==> src/rtl/nand_test_pkg.sv <==
// -----------------------------------------------------------------------------
// nand_test_pkg
// Shared definitions for the NAND operation-unit self-test sequencer:
//   - state_t        : sweep sequencer states
//   - VEC_W / CNT_W  : vector index width and mismatch counter width
//   - NUM_VEC        : number of input vectors {sel, a, b}
//   - GOLDEN_DEFAULT : expected truth table of a correct operation unit
// -----------------------------------------------------------------------------
package nand_test_pkg;

   localparam int VEC_W   = 5;
   localparam int CNT_W   = 6;   // must hold 32 without wrapping
   localparam int NUM_VEC = 32;

   // bit i = expected unit output for vector i = {sel, a, b}
   localparam logic [NUM_VEC-1:0] GOLDEN_DEFAULT = 32'h33961E87;

   typedef enum logic [1:0] {
      ST_IDLE,
      ST_WAIT,
      ST_SAMPLE,
      ST_DONE
   } state_t;

endpackage

==> src/rtl/nand_op_sweeper_counter.sv <==
// -----------------------------------------------------------------------------
// sweep_counter
// Vector index counter plus per-vector settle down-counter.
//   clk, rst_n   : clock, asynchronous active-low reset
//   i_start      : begin a sweep (index 0, settle window reloaded)
//   i_wait       : sequencer is in its settle state; count the window down
//   i_sample     : sample edge; step to the next vector and reload the window
//   o_vec_idx    : current vector index {sel, a, b}
//   o_sample_en  : settle window exhausted; the next state is the sample
//   o_last       : current vector is the final one (index 31)
// -----------------------------------------------------------------------------
module sweep_counter
   import nand_test_pkg::*;
#(
   parameter int SETTLE = 0
) (
   input  logic             clk,
   input  logic             rst_n,
   input  logic             i_start,
   input  logic             i_wait,
   input  logic             i_sample,
   output logic [VEC_W-1:0] o_vec_idx,
   output logic             o_sample_en,
   output logic             o_last
);

   // The sample state itself is one cycle of the window, so the wait state
   // only has to cover SETTLE cycles: it sits at zero for its final cycle.
   localparam logic [3:0] SETTLE_LD = (SETTLE > 0) ? 4'(SETTLE - 1) : 4'd0;

   logic [VEC_W-1:0] r_idx;
   logic [3:0]       r_settle;

   // NOTE: state registers use non-blocking assignments so every flop updates
   // from pre-edge values, independent of statement order.
   always_ff @(posedge clk or negedge rst_n) begin
      if (!rst_n) begin
         r_idx    <= '0;
         r_settle <= '0;
      end else if (i_start) begin
         r_idx    <= '0;
         r_settle <= SETTLE_LD;
      end else if (i_sample) begin
         // Index 31 wraps to 0, which also gives the zero idle drive.
         r_idx    <= r_idx + 1'b1;
         r_settle <= SETTLE_LD;
      end else if (i_wait && (r_settle != 4'd0)) begin
         r_settle <= r_settle - 1'b1;
      end
   end

   assign o_vec_idx   = r_idx;
   assign o_sample_en = (r_settle == 4'd0);
   assign o_last      = (r_idx == VEC_W'(NUM_VEC - 1));

endmodule

==> src/rtl/nand_op_sweeper.sv <==
// -----------------------------------------------------------------------------
// nand_op_sweeper
// Self-test sequencer for the NAND-only 2-input operation unit. Drives all 32
// vectors {sel, a, b} in order, samples the unit result after SETTLE extra
// cycles per vector, builds the truth table and compares it with GOLDEN.
//   clk, rst_n  : clock, asynchronous active-low reset
//   start       : level request, sampled only in IDLE
//   dut_out     : combinational result from the operation unit
//   a, b, sel   : registered operand / op-select drives (vector index bits)
//   busy        : high from the first drive edge until the final sample edge
//   done        : one-cycle pulse when the sweep finishes
//   pass        : no mismatches; valid from done until the next start
//   err_cnt     : number of mismatching vectors (0..32)
//   first_fail  : lowest failing vector index, 0 when err_cnt == 0
//   result      : captured truth table, bit i = dut_out for vector i
// -----------------------------------------------------------------------------
module nand_op_sweeper
   import nand_test_pkg::*;
#(
   parameter int                 SETTLE = 0,
   parameter logic [NUM_VEC-1:0] GOLDEN = GOLDEN_DEFAULT
) (
   input  logic               clk,
   input  logic               rst_n,
   input  logic               start,
   input  logic               dut_out,
   output logic               a,
   output logic               b,
   output logic [2:0]         sel,
   output logic               busy,
   output logic               done,
   output logic               pass,
   output logic [CNT_W-1:0]   err_cnt,
   output logic [VEC_W-1:0]   first_fail,
   output logic [NUM_VEC-1:0] result
);

   localparam logic HAS_WAIT = (SETTLE > 0);

   state_t r_state;
   state_t w_state_next;

   logic w_start;
   logic w_wait;
   logic w_sample;

   logic [VEC_W-1:0] w_vec_idx;
   logic             w_sample_en;
   logic             w_last;

   logic               w_mismatch;
   logic [CNT_W-1:0]   w_err_next;
   logic [CNT_W-1:0]   r_err_cnt;
   logic [VEC_W-1:0]   r_first_fail;
   logic               r_pass;
   logic [NUM_VEC-1:0] r_result;

   sweep_counter #(
      .SETTLE (SETTLE)
   ) u_sweep_counter (
      .clk         (clk),
      .rst_n       (rst_n),
      .i_start     (w_start),
      .i_wait      (w_wait),
      .i_sample    (w_sample),
      .o_vec_idx   (w_vec_idx),
      .o_sample_en (w_sample_en),
      .o_last      (w_last)
   );

   always_ff @(posedge clk or negedge rst_n) begin
      if (!rst_n) r_state <= ST_IDLE;
      else        r_state <= w_state_next;
   end

   // NOTE: every signal driven here gets a default first, so no path through
   // the case statement can leave one unassigned and infer a latch.
   always_comb begin
      w_state_next = r_state;
      w_start      = 1'b0;
      w_wait       = 1'b0;
      w_sample     = 1'b0;
      case (r_state)
         ST_IDLE: begin
            if (start) begin
               w_start      = 1'b1;
               w_state_next = HAS_WAIT ? ST_WAIT : ST_SAMPLE;
            end
         end
         ST_WAIT: begin
            w_wait = 1'b1;
            if (w_sample_en) w_state_next = ST_SAMPLE;
         end
         ST_SAMPLE: begin
            w_sample = 1'b1;
            if (w_last)        w_state_next = ST_DONE;
            else if (HAS_WAIT) w_state_next = ST_WAIT;
            else               w_state_next = ST_SAMPLE;
         end
         ST_DONE: begin
            w_state_next = ST_IDLE;
         end
         default: begin
            w_state_next = ST_IDLE;
         end
      endcase
   end

   // Compare against the index that is being driven right now (registered),
   // not the index the counter is about to step to.
   assign w_mismatch = dut_out ^ GOLDEN[w_vec_idx];
   assign w_err_next = r_err_cnt + {{(CNT_W-1){1'b0}}, w_mismatch};

   always_ff @(posedge clk or negedge rst_n) begin
      if (!rst_n) begin
         r_result     <= '0;
         r_err_cnt    <= '0;
         r_first_fail <= '0;
         r_pass       <= 1'b0;
      end else if (w_start) begin
         r_result     <= '0;
         r_err_cnt    <= '0;
         r_first_fail <= '0;
         r_pass       <= 1'b0;
      end else if (w_sample) begin
         r_result[w_vec_idx] <= dut_out;
         r_err_cnt           <= w_err_next;
         if (w_mismatch && (r_err_cnt == '0)) r_first_fail <= w_vec_idx;
         // Verdict lands on the edge that enters DONE so it is valid with done.
         if (w_last) r_pass <= (w_err_next == '0);
      end
   end

   assign sel        = w_vec_idx[4:2];
   assign a          = w_vec_idx[1];
   assign b          = w_vec_idx[0];
   assign busy       = (r_state == ST_WAIT) || (r_state == ST_SAMPLE);
   assign done       = (r_state == ST_DONE);
   assign pass       = r_pass;
   assign err_cnt    = r_err_cnt;
   assign first_fail = r_first_fail;
   assign result     = r_result;

endmodule

==> config.mk <==
export PLATFORM = sky130hd
export DESIGN_NAME = nand_op_sweeper
export DESIGN_NICKNAME = d
export VERILOG_FILES = /design/src/rtl/nand_test_pkg.sv /design/src/rtl/nand_op_sweeper_counter.sv /design/src/rtl/nand_op_sweeper.sv
export SDC_FILE = /design/constraint.sdc
export NUM_CORES = 1
export LEC_CHECK = 0
export CAP_MARGIN = 30
export CORE_UTILIZATION = 45
export CTS_BUF_LIST = sky130_fd_sc_hd__clkbuf_4
export CTS_CLUSTER_SIZE = 12
export DETAILED_ROUTE_END_ITERATION = 10
export PLACE_DENSITY = 0.82
export SYNTH_ARGS = -nofsm -noshare
export SYNTH_HDL_FRONTEND = slang
export SYNTH_SLANG_ARGS = --single-unit
==> constraint.sdc <==
create_clock -name clk -period 3.25 [get_ports clk]
set_clock_uncertainty 0.05 [all_clocks]
set_input_delay 0.65 -clock clk [delete_from_list [all_inputs] [get_ports clk]]
set_output_delay 0.65 -clock clk [all_outputs]
set_load 0.1 [all_outputs]
==> impl_metrics.ini <==
[status]
outcome = finished, final reports clean

[synth]
avgSynthCellArea_um2 = 9.22
yosysSeqAreaShare_pct = 46.6
yosysWarnings = 0
synthCells = 320
synth_flop_cell = dfrtp_1
syn_nets = 339
synth-edff-count = 0
synth-seq-cells = 55
syn_area_um2 = 2950
yosysUniqueCellTypes = 43
async_flop_share_pct = 100

[place]
dpl.hpwl_mm = 4.52
place_inst = 434
gp_routability_congestion = 0.891
io_buffers = 54

[clock_network]
cts_max_level = 2
numCtsBuffers = 5
cts_setup_buffers = 0
tritoncts = yes
path_clk_slew_ns = 0.18
clk_latency_ns = 0.39
cts_root_buf = clkbuf_4
cts_resized = 0
cts_buffer_depth = 2
hold_buffers = 0
cts_sinks = 55

[timing]
relSlewSlack_pct = 51.4
drv_slew = 0
min_period_ns = 2.76
finalSetupViolCount = 0
hold_viol = 0
rsz0062_at_grt = no
fmax_mhz = 363
post-route-period-util_pct = 84.8
tightest_slew_ns = 0.728
fin_tns_setup_ns = 0

[worst_hold_path]
hp-class = in -> async

[final_layout]
layout.cells.non_filler = 442
final_nets = 383
n_antenna_cell = 0
syn2layout_area_growth_pct = 17.8
fillCellCount = 563
drive_gt1_share_pct = 21.1

[die]
core_um2 = 6350
die_w_um = 83.0
rows = 29
initial_core_util_pct = 46.5
die_height_um = 83.0
dieArea_um2 = 6880
io_pins = 55

[setup_path]
path_delay_family = adder cells
worstPathCellList = inv_1 > ha_1 > xor2_2 > o211ai_2 > nand2_1 > xor2_1 > ha_1 > ha_1 > nor3_1 > a31oi_1 > nor4_1 > a22oi_1 > nor2_1
crit_arrival_ns = 3.03
critical_path.most_common_cell = ha_1
max_stage_delay_ns = 0.49
end_kind = flop
startpoint_type = flop
crit_type = reg -> reg
cp_data_required_time_ns = 3.52
cp_num_buf_inv = 1
worstPathMaxFanout = 9
cp_slowest_cell = dfrtp_2

[detailed_routing]
drc = 0
wl_per_cell_um = 14.4
final_antenna_net_count = 0
wirelength_mm = 6.36
viasPerCell = 5.32
vias = 2353
initialDrtViolationCount = 152
dr.pass1.iters = 4

[run]
max_cap_viol_count = 0

[global_routing]
grtUsageTotal_pct = 19.2
grt_pass1_vias = 2311
grt_pass1_wl_mm = 10.7
overflow = 0
antenna_found_initial = 0
grt_max_degree = 37
==> path summary, 6_finish.rpt <==
check,slack [ns],depth (start not counted),to,startpoint
worst max register to register,0.49,13,pass,u_sweep_counter.o_vec_idx[1]
min in group clk,0.50,2,result[14],result[14]
worst min register to register,0.50,2,result[14],result[14]
max in group asynchronous,2.35,2,u_sweep_counter.o_vec_idx[1],rst_n
worst max-delay path,0.49,13,pass,u_sweep_counter.o_vec_idx[1]
worst min-delay path,0.19,1,result[29],rst_n
==> cell families after synthesis <==
group                    after synthesis  share of synthesized area, %
AND/OR/NAND/NOR                      127                          19.5
adder cells (fa/ha/maj)               15                          6.36
AO/OA/AOI/OAI                         60                          12.1
buffers and inverters                 30                          4.33
flip-flops                            55                          46.6
XOR/XNOR                              15                          4.96
multiplexers                          18                          6.11
==> routing by layer <==
layer  part of all wire (%)  global-route usage, %  vias to the layer above
met5                      0                      0                        -
met3                    3.6                   3.48                       15
met4                    2.1                   7.37                        0
met2                     48                   31.4                       48
li1                       -                      -                     1160
met1                     46                   25.5                     1130
==> placed cells by master, fill, tap and decap left out, types with 2 or more instances in the layout <==
cell type        count
o21ai_0             20
nand2_1             35
buf_4               56
and2_1               2
nor3_1              10
clkbuf_4             6
o21ai_1              5
inv_1                7
nand4_1              4
a21oi_1             25
mux2i_1             18
nor2_1              53
dfrtp_1             53
clkdlybuf4s50_1      2
and3_1               2
nand3_1              8
or3_1                2
dfrtp_2              2
xor2_1               9
nand2b_1             2
ha_1                15
xnor2_1              4
==> cell type report <==
class | count | area [µm²] | share of cell area, %
clock buffers | 6 | 45.0 | 1.30
clock inverters | 2 | 16.3 | 0.468
inverters | 7 | 26.3 | 0.756
multi-input cells | 235 | 1450 | 41.6
flip-flops and latches | 55 | 1380 | 39.7
well taps | 77 | 96.3 | 2.77
repair buffers | 60 | 465 | 13.4
==> sequential cells by signal, summed over array words and instances, names as in the netlist <==
| name | cells |
|---|---|
| err_cnt | 6 |
| first_fail | 5 |
| pass | 1 |
| r_state | 2 |
| result | 32 |
| u_sweep_counter.o_vec_idx | 5 |
| u_sweep_counter.r_settle | 4 |
==> through the flow <==
stage | util (%) | hold WS (ns) | instance area, µm² | setup WS [ns]
CTS | 54.7 | 0.215 | 3470 | 0.490
global route | 54.7 | 0.234 | 3470 | 0.208
floorplan | - | 0.304 | 2950 | 0.289
finish | 54.7 | 0.192 | 3470 | 0.492
detailed placement | 53.8 | 0.464 | 3410 | 0.534
global placement | 53.8 | 0.463 | 3410 | 0.651
==> synth_stat cells, drive strengths merged (2+ instances only) <==
library cell,instances,area share (%)
a21oi,26,4.5
and2,2,0.42
and3,2,0.42
buf,8,1.5
clkbuf,15,1.9
dfrtp,55,47
ha,15,6.4
inv,7,0.89
mux2i,18,6.1
nand2,35,4.5
nand2b,3,0.89
nand3,8,1.4
nand4,4,0.85
nor2,53,6.7
nor3,10,1.7
o21ai,25,4.2
or3,2,0.42
xnor2,5,1.7
xor2,10,3.2
Power is left out: the tool's default activity adds up to more than one toggle a clock period on the data nets, which glitch-free logic cannot reach.
